File: src/rtl/gs_pkg.sv
// rtl/gs_pkg.sv - shared types and constants for the Goldschmidt divider controller
//   state_t        : controller FSM states
//   GS_W, GS_PW    : operand width (Q1.15) and product width (Q2.30)
//   PROD_HI/LO     : product bits that form the next Q1.15 operand (truncated)
//   DIVZERO_Q      : quotient reported for a zero divisor (GS_DIVZERO_EN builds)
package gs_pkg;

   localparam int GS_W    = 16;
   localparam int GS_PW   = 2 * GS_W;
   localparam int CNT_W   = 4;
   localparam int PROD_HI = 30;
   localparam int PROD_LO = 15;

   localparam logic [GS_W-1:0] DIVZERO_Q = 16'hFFFF;

   typedef enum logic [2:0] {
      S_IDLE,
      S_ISSUE_D,
      S_ISSUE_N,
      S_DRAIN,
      S_CAPTURE
   } state_t;

   // Q2.30 -> Q1.15; bit 31 is dropped and no rounding is applied.
   function automatic logic [GS_W-1:0] prod_slice(input logic [GS_PW-1:0] p);
      return p[PROD_HI:PROD_LO];
   endfunction

endpackage

File: src/rtl/gs_iter_counter.sv
// rtl/gs_iter_counter.sv - loadable iteration counter with terminal-count flag
//   clk, rst : clock, asynchronous active-high reset
//   clr_i    : load zero (wins over inc_i)
//   inc_i    : advance by one
//   cnt_o    : current count
//   tc_o     : count equals LAST
module gs_iter_counter #(
   parameter int CW   = 4,
   parameter int LAST = 3
) (
   input  logic          clk,
   input  logic          rst,
   input  logic          clr_i,
   input  logic          inc_i,
   output logic [CW-1:0] cnt_o,
   output logic          tc_o
);

   logic [CW-1:0] cnt_q, cnt_d;

   always_comb begin
      cnt_d = cnt_q;
      if (clr_i) begin
         cnt_d = '0;
      end else if (inc_i) begin
         cnt_d = cnt_q + 1'b1;
      end
   end

   always_ff @(posedge clk or posedge rst) begin
      if (rst) begin
         cnt_q <= '0;
      end else begin
         cnt_q <= cnt_d;
      end
   end

   assign cnt_o = cnt_q;
   assign tc_o  = (cnt_q == CW'(LAST));

endmodule

File: src/rtl/goldschmidt_ctrl.sv
// rtl/goldschmidt_ctrl.sv - sequencing controller driving the Goldschmidt divider datapath
//   clk, reset       : clock, asynchronous active-high reset
//   start            : division request, sampled only while idle
//   nIn, dIn         : dividend / divisor, Q1.15
//   result           : datapath product register, Q2.30
//   kSelect          : 0 selects IA as k, 1 derives k from result
//   ndSelect         : 0 issues D (k register loads), 1 issues N (k held)
//   nOut, dOut       : operands to the datapath, zero when not issuing
//   busy, done, q    : in-progress flag, one-cycle completion pulse, held quotient
//   divzero          : zero-divisor flag, only active when GS_DIVZERO_EN is defined
module goldschmidt_ctrl
   import gs_pkg::*;
#(
   parameter int ITER = 4,
   parameter int W    = GS_W
) (
   input  logic           clk,
   input  logic           reset,
   input  logic           start,
   input  logic [W-1:0]   nIn,
   input  logic [W-1:0]   dIn,
   input  logic [2*W-1:0] result,
   output logic           kSelect,
   output logic           ndSelect,
   output logic [W-1:0]   nOut,
   output logic [W-1:0]   dOut,
   output logic           busy,
   output logic           done,
   output logic [W-1:0]   q,
   output logic           divzero
);

   state_t             state_q, state_d;
   logic [W-1:0]       n_q, n_d;
   logic [W-1:0]       d_q, d_d;
   logic [W-1:0]       q_q, q_d;
   logic               done_q, done_d;
   logic               divzero_q, divzero_d;
   logic               cnt_clr, cnt_inc, cnt_tc;
   logic [CNT_W-1:0]   iter;
   logic [W-1:0]       prod;
   logic               unused_prod_bits;

   assign prod             = prod_slice(result);
   assign unused_prod_bits = ^{result[2*W-1], result[PROD_LO-1:0]};

   gs_iter_counter #(
      .CW   (CNT_W),
      .LAST (ITER - 1)
   ) u_iter (
      .clk   (clk),
      .rst   (reset),
      .clr_i (cnt_clr),
      .inc_i (cnt_inc),
      .cnt_o (iter),
      .tc_o  (cnt_tc)
   );

   always_comb begin
      state_d   = state_q;
      n_d       = n_q;
      d_d       = d_q;
      q_d       = q_q;
      done_d    = 1'b0;
      divzero_d = divzero_q;
      cnt_clr   = 1'b0;
      cnt_inc   = 1'b0;
      kSelect   = 1'b0;
      ndSelect  = 1'b0;
      nOut      = '0;
      dOut      = '0;

      case (state_q)
         S_IDLE: begin
            if (start) begin
               n_d       = nIn;
               d_d       = dIn;
               cnt_clr   = 1'b1;
               divzero_d = 1'b0;
`ifdef GS_DIVZERO_EN
               if (dIn == '0) begin
                  // Bypass the iterations entirely and report saturation.
                  q_d       = DIVZERO_Q;
                  divzero_d = 1'b1;
                  done_d    = 1'b1;
               end else begin
                  state_d = S_ISSUE_D;
               end
`else
               state_d = S_ISSUE_D;
`endif
            end
         end
         S_ISSUE_D: begin
            // From iteration 1 on, result holds the previous D product.
            kSelect = (iter != '0);
            dOut    = (iter == '0) ? d_q : prod;
            state_d = S_ISSUE_N;
         end
         S_ISSUE_N: begin
            ndSelect = 1'b1;
            kSelect  = (iter != '0);
            nOut     = (iter == '0) ? n_q : prod;
            if (cnt_tc) begin
               state_d = S_DRAIN;
            end else begin
               cnt_inc = 1'b1;
               state_d = S_ISSUE_D;
            end
         end
         S_DRAIN: begin
            // Wait for the last N product; keep the k register frozen.
            ndSelect = 1'b1;
            state_d  = S_CAPTURE;
         end
         S_CAPTURE: begin
            ndSelect = 1'b1;
            q_d      = prod;
            done_d   = 1'b1;
            state_d  = S_IDLE;
         end
         default: begin
            state_d = S_IDLE;
         end
      endcase
   end

   always_ff @(posedge clk or posedge reset) begin
      if (reset) begin
         state_q   <= S_IDLE;
         n_q       <= '0;
         d_q       <= '0;
         q_q       <= '0;
         done_q    <= 1'b0;
         divzero_q <= 1'b0;
      end else begin
         state_q   <= state_d;
         n_q       <= n_d;
         d_q       <= d_d;
         q_q       <= q_d;
         done_q    <= done_d;
         divzero_q <= divzero_d;
      end
   end

   assign busy = (state_q != S_IDLE);
   assign done = done_q;
   assign q    = q_q;

`ifdef GS_DIVZERO_EN
   assign divzero = divzero_q;
`else
   assign divzero = 1'b0;
`endif

endmodule
File: config.mk
export PLATFORM = sky130hd
export DESIGN_NAME = goldschmidt_ctrl
export DESIGN_NICKNAME = d
export VERILOG_FILES = /design/src/rtl/gs_pkg.sv /design/src/rtl/gs_iter_counter.sv /design/src/rtl/goldschmidt_ctrl.sv
export SDC_FILE = /design/constraint.sdc
export NUM_CORES = 1
export LEC_CHECK = 0
export CAP_MARGIN = 40
export CELL_PAD_IN_SITES_DETAIL_PLACEMENT = 2
export CELL_PAD_IN_SITES_GLOBAL_PLACEMENT = 2
export CORE_UTILIZATION = 31
export DETAILED_ROUTE_END_ITERATION = 12
export PLACE_DENSITY_LB_ADDON = 0.1
export SLEW_MARGIN = 10
export SYNTH_ARGS = -nofsm -noshare
export SYNTH_HDL_FRONTEND = slang
export SYNTH_HIERARCHICAL = 1
export SYNTH_SLANG_ARGS = --single-unit
export TNS_END_PERCENT = 20
File: constraint.sdc
create_clock -name clk -period 5.1 [get_ports clk]
set_clock_uncertainty 0.05 [all_clocks]
set_input_delay 1.02 -clock clk [delete_from_list [all_inputs] [get_ports clk]]
set_output_delay 1.02 -clock clk [all_outputs]
set_load 0.02 [all_outputs]
Yosys cells after proc, flatten, opt, wreduce, memory -nomap -nowiden --
Index checks and enable logic that the tools add are counted.
Cells by class: $add $sub $neg 1, equal/unequal tests 6, multiplexer cells 16, reductions and logical operators 8
Operators by type and width (number):
- two-way mux 16 bit | 4
- case mux 3 bit (4 select lines) | 1
- two-way mux 4 bit | 2
- two-way mux 1 bit | 7
- equality test 3 x 2 -> 1 bit, second input constant | 2
- adder 4 x 1 -> 4 bit, second input constant | 1
- equality test 4 x 2 -> 1 bit, second input constant | 1
- zero test 4 bit | 1
- nonzero test 4 bit | 1
- equality test 3 x 1 -> 1 bit, second input constant | 1
- equality test 3 bit, second input constant | 1
- zero test 3 bit | 1
- two-way mux 3 bit | 1
- nonzero test 3 bit | 1
- OR reduction 3 bit | 1
- two-way mux 2 bit | 1
- inequality test 2 bit, second input constant | 1
- AND reduction 2 bit | 1
- nonzero test 2 bit | 1
- OR reduction 2 bit | 1
Word-level totals: register bits 56, input port bits 67, output and inout bits 53, logic and storage cells 37

Depth between registers and ports, before layout --
Gate-level depths: netlist of run 1.
depth after elaboration 5, depth in mapped cells 6, mapped depth without buffers 5

Cells and area by module --
Netlist of run 1, hierarchy kept.
Modules (own cells, without submodules):
- goldschmidt_ctrl | times used 1, cells each 247, area each 3235.6 µm², seq. area each 1301.2 µm²
- gs_iter_counter | times used 1, cells each 18, area each 203.9 µm², seq. area each 100.1 µm²

Worst setup path after synthesis of run 1 --
Ideal clock, no wire load.
kind in2out, start in result[26], end out dOut[11], data arrival time 1.530 ns, data required time 4.030 ns, path slack 2.500 ns, stages on the path 2, buffers on the path 0, cells stage by stage and4bb_2 mux2_2
Between the ends: word-level cells in the longest chain between the ends 2
RTL lines:
- start, declared | RTL line goldschmidt_ctrl.sv:22 | input logic [2*W-1:0] result,
- two-way mux 16 bit | RTL line goldschmidt_ctrl.sv:97 | dOut = (iter == '0) ? d_q : prod;
- two-way mux 16 bit | RTL line goldschmidt_ctrl.sv:73 | case (state_q)
- end, declared | RTL line goldschmidt_ctrl.sv:26 | output logic [W-1:0] dOut,
No other way between the ends.

Worst setup path in the final report of run 1 --
start in result[24], end out dOut[9]
Same word-level chain as after synthesis.

==> run_summary.xml, run 1 <==
<?xml version="1.0" encoding="UTF-8"?>
<metrics>
  <group name="yosys">
    <metric name="synthesis.nets" unit="">333</metric>
    <metric name="post_synth_mux_area_share" unit="">0.269</metric>
    <metric name="synth.distinct_cells" unit="">31</metric>
    <metric name="combinational_family_with_the_most_area_after_synthesis" unit="">multiplexers</metric>
    <metric name="post_synth_inst_count" unit="">265</metric>
    <metric name="avgSynthCellArea" unit="um2">13.0</metric>
    <metric name="largest_area_contributor_in_the_netlist" unit="">dfrtp_1</metric>
    <metric name="post_synth_main_area_contributors" unit="">dfrtp_1 41%, mux2_2 26%, and4bb_2 11%, nor4bb_1 10%, clkbuf_1 2.1%</metric>
    <metric name="arithmetic_cell_share_of_the_synthesized_area_counting_full_adders_half_adders_and_majority_gates" unit="">0.00364</metric>
    <metric name="mapped_area" unit="um2">3440</metric>
    <metric name="synth_warnings" unit="">6</metric>
    <metric name="synthXorXnorAreaFrac" unit="">0.00255</metric>
    <metric name="synth.ff_latch_count" unit="">56</metric>
    <metric name="synth_largest_type_area_fraction" unit="">0.407</metric>
    <metric name="post_synthesis_compound_gate_area_fraction" unit="">0.00728</metric>
    <metric name="synth_sequential_area_ratio" unit="">0.407</metric>
    <metric name="synthesized_area_fraction_occupied_by_and_or_nand_nor_cells" unit="">0.249</metric>
  </group>
  <group name="cts">
    <metric name="postCtsSetupRepairBufs" unit="">0</metric>
    <metric name="cts.path.max_buffers" unit="">2</metric>
    <metric name="h-tree-depth" unit="">2</metric>
    <metric name="post_cts_resize_count" unit="">0</metric>
    <metric name="cts_root_buf" unit="">clkbuf_8</metric>
    <metric name="clkSinkCount" unit="">56</metric>
    <metric name="cts_made_buffers" unit="">5</metric>
    <metric name="clk_transition_reported_paths" unit="ps">100</metric>
    <metric name="tritoncts" unit="">done</metric>
    <metric name="worst_skew_pair_later_pin_latency" unit="ps">320</metric>
    <metric name="cts_hold_buf" unit="">0</metric>
  </group>
  <group name="routing">
    <metric name="route.detailed.drc" unit="">0</metric>
    <metric name="via_total_after_detailed_routing" unit="">2518</metric>
    <metric name="drt_pass1_iterations" unit="">4</metric>
    <metric name="viasPerCell" unit="">5.14</metric>
    <metric name="route.final.wire_length" unit="mm">9.95</metric>
    <metric name="avgRoutedWirePerCell" unit="um">20.3</metric>
    <metric name="drtAntennaViolNets" unit="">0</metric>
    <metric name="count_of_routing_violations_after_the_opening_detailed_route_iteration" unit="">66</metric>
  </group>
  <group name="layout">
    <metric name="mostFrequentLayoutCell" unit="">clkdlybuf4s50_1</metric>
    <metric name="fin_cells" unit="">490</metric>
    <metric name="final_core_utilization" unit="">0.432</metric>
    <metric name="nets" unit="">417</metric>
    <metric name="filler_cell_count" unit="">1122</metric>
    <metric name="diodes" unit="">0</metric>
    <metric name="layout.cells.most_common_list" unit="">102 x clkdlybuf4s50_1, 79 x mux2_2, 53 x dfrtp_1</metric>
    <metric name="post_route_cells_drive_above_1_share" unit="">0.383</metric>
    <metric name="areaGrowthSynthToFinish" unit="%">36.1</metric>
    <metric name="final_cell_area" unit="um2">4680</metric>
  </group>
  <group name="timing">
    <metric name="relSlewSlack" unit="">0.493</metric>
    <metric name="max_clock_freq" unit="GHz">0.257</metric>
    <metric name="tns" unit="ps">0</metric>
    <metric name="post-route-period-util" unit="">0.762</metric>
    <metric name="grt_setup_unrepaired" unit="">false</metric>
    <metric name="period_needed" unit="ps">3890</metric>
    <metric name="number_of_setup_violations_in_the_final_report" unit="">0</metric>
    <metric name="worst_pin_slew" unit="ps">760</metric>
    <metric name="final-hold-violation-count" unit="">0</metric>
    <metric name="final-max-slew-violation-count" unit="">0</metric>
  </group>
  <group name="critical_path">
    <metric name="path_common_cell" unit="">clkdlybuf4s50_1</metric>
    <metric name="critical_path.cell_chain" unit="">clkdlybuf4s50_1, nor4bb_1, mux2_2, clkdlybuf4s50_1</metric>
    <metric name="worstPathBufferInverterCount" unit="">2</metric>
    <metric name="crit_path_start_kind" unit="">input port</metric>
    <metric name="timing.critical_path.to_type" unit="">output pin</metric>
    <metric name="slowest_delay" unit="ps">590</metric>
    <metric name="critPathMaxFanout" unit="">3</metric>
    <metric name="timing_worst_setup_path_type" unit="">input port to output pin</metric>
    <metric name="worst_ep_required_time" unit="ps">4030</metric>
    <metric name="cp_slowest_cell" unit="">clkdlybuf4s50_1</metric>
    <metric name="critical_path_s_top_delay_family" unit="">buffers and inverters</metric>
    <metric name="reg2reg_slack" unit="ps">2540</metric>
    <metric name="arrival" unit="ps">2820</metric>
    <metric name="crit-reg2reg-capture" unit="">u_iter/cnt_o[3]</metric>
    <metric name="reg2reg_from" unit="">state_q[0]</metric>
    <metric name="worst-r2r-cell-count" unit="">5</metric>
  </group>
  <group name="min_path">
    <metric name="worstHoldPathType" unit="">register to register</metric>
    <metric name="holdPathStages" unit="">1</metric>
    <metric name="hold_path.startpoint" unit="">n_q[11]</metric>
    <metric name="holdPathEnd" unit="">n_q[11]</metric>
  </group>
  <group name="grt">
    <metric name="grt.overflow.total" unit="">0</metric>
    <metric name="number_of_global_route_vias_before_repair" unit="">2772</metric>
    <metric name="grt_start_max_net_pins" unit="">54</metric>
    <metric name="first_pass_grt_wire_length" unit="mm">15.5</metric>
    <metric name="global_router_s_overall_resource_usage" unit="">0.181</metric>
    <metric name="antenna_found_initial" unit="">1</metric>
  </group>
  <group name="die">
    <metric name="dieArea" unit="um2">11500</metric>
    <metric name="fp-row-count" unit="">38</metric>
    <metric name="effective_utilization_at_floorplan" unit="">0.317</metric>
    <metric name="die_w" unit="um">107</metric>
    <metric name="die_height" unit="um">107</metric>
    <metric name="boundaryPins" unit="">120</metric>
    <metric name="core_area" unit="um2">10800</metric>
  </group>
  <group name="placement">
    <metric name="hpwlAfterDp" unit="mm">7.02</metric>
    <metric name="place.gp.congestion" unit="">0.683</metric>
    <metric name="portBuffers" unit="">102</metric>
    <metric name="postPlaceCellArea" unit="um2">4560</metric>
    <metric name="placed_cells_incl_taps" unit="">482</metric>
  </group>
  <group name="power">
    <metric name="report.power.total" unit="uW">2770</metric>
    <metric name="vdd_ir_drop_max" unit="uV">258</metric>
    <metric name="total_leakage_power" unit="uW">0.00185</metric>
    <metric name="cellPowerDensity" unit="nW/um2">591</metric>
  </group>
  <group name="outcome">
    <metric name="outcome" unit="">complete, no violations</metric>
  </group>
  <group name="run">
    <metric name="maxCapViolations" unit="">0</metric>
  </group>
</metrics>
## kinds of logic after synthesis
kind of cell	Yosys count
other	1
buffers and inverters	37
AOI/OAI and AO/OA	4
adders and majority gates	1
DFF	56
muxes	82
xor gates and xnor gates	1
and+or+nand+nor	83
## worst register-to-register path, delay by kind of cell, from the launching register on
| kind | cells | cell delay (ps) |
|---|---|---|
| mux | 1 | 320 |
| simple gates | 3 | 1020 |
| flops | 1 | 700 |
| buf+inv | 1 | 370 |
## metrics by stage
| step | worst slack (ps) | hold slack [ps] |
|---|---|---|
| 2_1_floorplan | 2500 | 400 |
| 3_3_place_gp | 1150 | 427 |
| 3_5_place_dp | 1140 | 428 |
| 4_1_cts | 1140 | 452 |
| 5_1_grt | 1090 | 470 |
| 6_report | 1210 | 452 |
## routing by layer
layer | up-vias | routed length [um] | share of wire | GRT usage
met4 | 2 | 112 | 0.011 | 0.0499
met1 | 1289 | 4540 | 0.46 | 0.230
met2 | 53 | 4910 | 0.49 | 0.310
met5 | - | 13 | 0.0013 | 0
met3 | 9 | 368 | 0.037 | 0.0369
li1 | 1165 | - | - | -
## how the worst max path moves through the flow
stage / slack [ps] / cells after the start / endpoint / from
finish: 1210 / 4 / dOut[9] / result[24]
CTS: 1140 / 4 / dOut[9] / result[24]
global placement: 1150 / 4 / dOut[9] / result[24]
global route: 1090 / 4 / kSelect / state_q[0]
detailed placement: 1140 / 4 / dOut[9] / result[24]
floorplan: 2500 / 2 / dOut[11] / result[26]
## synth_stat cells
cell type   n
and4bb_2   29
clkbuf_4    1
conb_1      1
nor4bb_1   35
clkbuf_1   19
mux2_4      1
nor4b_4     1
nor4_4      1
nand3b_1    1
buf_4       6
a21oi_1     2
a21bo_2     1
inv_1       4
o21ai_0     1
nor3b_1     2
xnor2_1     1
nand2b_1    2
buf_2       2
mux2i_1     1
mux2_2     79
nand4_1     1
or3_1       1
or3b_2      1
ha_1        1
or3b_1      1
nor2_1      6
buf_6       5
nor3_1      1
dfrtp_1    56
nor2b_1     1
mux2_1      1
## where the power goes
group	internal, uW	switching (uW)	leakage [uW]
Clock	174	158	0.0000645
Combinational	900	696	0.00111
Sequential	655	182	0.000672
## state kept, by name, summed over array words and instances, names as in the netlist
signal	count
u_iter/cnt_o	4
q	16
n_q	16
state_q	3
d_q	16
done	1
## area by class of cell
| type | count | area (um2) | area share |
|---|---|---|---|
| inverter | 4 | 15.0 | 0.00321 |
| sequential | 56 | 1410 | 0.300 |
| clock inverter | 1 | 30.0 | 0.00641 |
| timing repair buffer | 110 | 1120 | 0.240 |
| clock buffer | 7 | 96.3 | 0.0206 |
| multi-input combinational | 172 | 1840 | 0.393 |
| tap | 140 | 175 | 0.0374 |
Note: power is estimated with default switching activity, not from simulation.
==> run 2: changes to the inputs <==
--- a/config.mk
+++ b/config.mk
@@ -8,7 +8,7 @@
 export CAP_MARGIN = 40
 export CELL_PAD_IN_SITES_DETAIL_PLACEMENT = 2
 export CELL_PAD_IN_SITES_GLOBAL_PLACEMENT = 2
-export CORE_UTILIZATION = 31
+export CORE_UTILIZATION = 29
 export DETAILED_ROUTE_END_ITERATION = 12
 export PLACE_DENSITY_LB_ADDON = 0.1
 export SLEW_MARGIN = 10
==> constraint.sdc (replaced) <==
create_clock -name clk -period 3.88 [get_ports clk]
set_clock_uncertainty 0.05 [all_clocks]
set_input_delay 0.776 -clock clk [delete_from_list [all_inputs] [get_ports clk]]
set_output_delay 0.776 -clock clk [all_outputs]
set_load 0.02 [all_outputs]
==> run 2 against run 1 <==
Compared with the run above: combinational power increased by 29%; cell count up 1.2%; register-to-register slack got worse by 1100 ps; die area rose by 6.8%; clock power up 67%; largest power group unchanged.
==> run_summary.xml, run 2 (synthesis results as in run 1) <==
<?xml version="1.0" encoding="UTF-8"?>
<metrics>
  <group name="outcome">
    <metric name="outcome" unit="">complete, no violations</metric>
  </group>
  <group name="cts">
    <metric name="cts.path.max_buffers" unit="">2</metric>
    <metric name="tritoncts" unit="">done</metric>
    <metric name="clkSinkCount" unit="">56</metric>
    <metric name="post_cts_resize_count" unit="">0</metric>
    <metric name="worst_skew_pair_later_pin_latency" unit="ps">290</metric>
    <metric name="postCtsSetupRepairBufs" unit="">0</metric>
    <metric name="h-tree-depth" unit="">2</metric>
    <metric name="clk_transition_reported_paths" unit="ps">70</metric>
    <metric name="cts_root_buf" unit="">clkbuf_16</metric>
    <metric name="cts_made_buffers" unit="">5</metric>
    <metric name="cts_hold_buf" unit="">0</metric>
  </group>
  <group name="critical_path">
    <metric name="slowest_delay" unit="ps">850</metric>
    <metric name="crit_path_start_kind" unit="">register</metric>
    <metric name="timing_worst_setup_path_type" unit="">register to output pin</metric>
    <metric name="cp_slowest_cell" unit="">dfrtp_2</metric>
    <metric name="critical_path.cell_chain" unit="">buf_4, nor4bb_1, mux2_2, clkdlybuf4s50_1</metric>
    <metric name="arrival" unit="ps">2630</metric>
    <metric name="worst-r2r-cell-count" unit="">4</metric>
    <metric name="worst_ep_required_time" unit="ps">3050</metric>
    <metric name="startpoint" unit="">state_q[1]</metric>
    <metric name="critPathMaxFanout" unit="">50</metric>
    <metric name="timing.critical_path.to_type" unit="">output pin</metric>
    <metric name="worstPathBufferInverterCount" unit="">2</metric>
    <metric name="reg2reg_from" unit="">state_q[1]</metric>
    <metric name="timing.critical_path.depth" unit="">4</metric>
    <metric name="critical_path_s_top_delay_family" unit="">buffers and inverters</metric>
  </group>
  <group name="min_path">
    <metric name="worstHoldPathType" unit="">register to register</metric>
    <metric name="hold_path.startpoint" unit="">n_q[11]</metric>
    <metric name="holdPathStages" unit="">1</metric>
  </group>
  <group name="timing">
    <metric name="final-hold-violation-count" unit="">0</metric>
    <metric name="post-route-period-util" unit="">0.891</metric>
    <metric name="worst_pin_slew" unit="ps">757</metric>
    <metric name="grt_setup_unrepaired" unit="">false</metric>
    <metric name="final.hold.worst_slack" unit="ps">439</metric>
    <metric name="max_clock_freq" unit="GHz">0.289</metric>
    <metric name="number_of_setup_violations_in_the_final_report" unit="">0</metric>
    <metric name="final-max-slew-violation-count" unit="">0</metric>
    <metric name="period_needed" unit="ps">3460</metric>
    <metric name="tns" unit="ps">0</metric>
    <metric name="relSlewSlack" unit="">0.495</metric>
  </group>
  <group name="grt">
    <metric name="antenna_found_initial" unit="">0</metric>
    <metric name="first_pass_grt_wire_length" unit="mm">16.2</metric>
    <metric name="global_router_s_overall_resource_usage" unit="">0.170</metric>
    <metric name="grt_start_max_net_pins" unit="">51</metric>
    <metric name="number_of_global_route_vias_before_repair" unit="">2723</metric>
    <metric name="grt.overflow.total" unit="">0</metric>
  </group>
  <group name="power">
    <metric name="report.power.total" unit="uW">3750</metric>
    <metric name="total_leakage_power" unit="uW">0.00188</metric>
    <metric name="vdd_ir_drop_max" unit="uV">278</metric>
    <metric name="cellPowerDensity" unit="nW/um2">792</metric>
  </group>
  <group name="placement">
    <metric name="place.gp.congestion" unit="">0.745</metric>
    <metric name="portBuffers" unit="">102</metric>
    <metric name="postPlaceCellArea" unit="um2">4550</metric>
    <metric name="hpwlAfterDp" unit="mm">7.37</metric>
  </group>
  <group name="routing">
    <metric name="via_total_after_detailed_routing" unit="">2521</metric>
    <metric name="avgRoutedWirePerCell" unit="um">20.5</metric>
    <metric name="drt_pass1_iterations" unit="">3</metric>
    <metric name="route.final.wire_length" unit="mm">10.2</metric>
    <metric name="route.detailed.drc" unit="">0</metric>
    <metric name="drtAntennaViolNets" unit="">0</metric>
    <metric name="count_of_routing_violations_after_the_opening_detailed_route_iteration" unit="">77</metric>
    <metric name="viasPerCell" unit="">5.08</metric>
  </group>
  <group name="layout">
    <metric name="nets" unit="">420</metric>
    <metric name="diodes" unit="">0</metric>
    <metric name="areaGrowthSynthToFinish" unit="%">37.7</metric>
    <metric name="mostFrequentLayoutCell" unit="">clkdlybuf4s50_1</metric>
    <metric name="post_route_cells_drive_above_1_share" unit="">0.388</metric>
    <metric name="layout.cells.most_common_list" unit="">102 x clkdlybuf4s50_1, 79 x mux2_2, 53 x dfrtp_1</metric>
    <metric name="final_cell_area" unit="um2">4740</metric>
  </group>
  <group name="die">
    <metric name="dieArea" unit="um2">12300</metric>
    <metric name="effective_utilization_at_floorplan" unit="">0.300</metric>
    <metric name="die_w" unit="um">111</metric>
    <metric name="core_area" unit="um2">11500</metric>
    <metric name="die_height" unit="um">111</metric>
    <metric name="fp-row-count" unit="">39</metric>
    <metric name="boundaryPins" unit="">120</metric>
  </group>
  <group name="run">
    <metric name="maxCapViolations" unit="">0</metric>
  </group>
</metrics>
==> run 2: per-stage QoR <==
stage | instances | utilization | setup WS [ps]
after global routing | 496 | 0.413 | 253
after floorplan | 265 | - | 1530
after global placement | 488 | 0.397 | 558
final | 496 | 0.413 | 423
after detailed placement | 488 | 0.397 | 561
after CTS | 496 | 0.413 | 418
==> run 2: path summary, 6_finish.rpt <==
check	end	slack [ps]
max in group asynchronous	n_q[7]	2290
worst max register to register	u_iter/cnt_o[3]	1440
worst min register to register	n_q[11]	440
worst min-delay path	n_q[11]	440
worst max-delay path	nOut[15]	420
min in group asynchronous	u_iter/cnt_o[2]	750
==> run 2: final cells by class <==
| type | count | area [um2] |
|---|---|---|
| Fill cell | 1166 | 6730 |
| Multi-Input combinational cell | 172 | 1840 |
| Sequential cell | 56 | 1410 |
| Timing Repair Buffer | 113 | 1120 |
| Tap cell | 143 | 179 |
| Clock buffer | 7 | 153 |
| Clock inverter | 1 | 30.0 |
| Inverter | 4 | 15.0 |
==> run 2: layer usage <==
metal  vias to the layer above  share of wire  routed length [um]  global-route usage
met1                      1292           0.47                4760               0.232
met3                         2          0.026                 266              0.0246
met2                        50           0.50                5110               0.289
met4                         0         0.0039                  40              0.0293
met5                         -              0                   0                   0
li1                       1177              -                   -                   -
==> run 2: report_power, final <==
part           switching, uW  leakage [uW]  total, uW  internal, uW
logic                    893       0.00112       2060          1160
registers                278      0.000672       1140           862
clock network            212     0.0000901        553           341
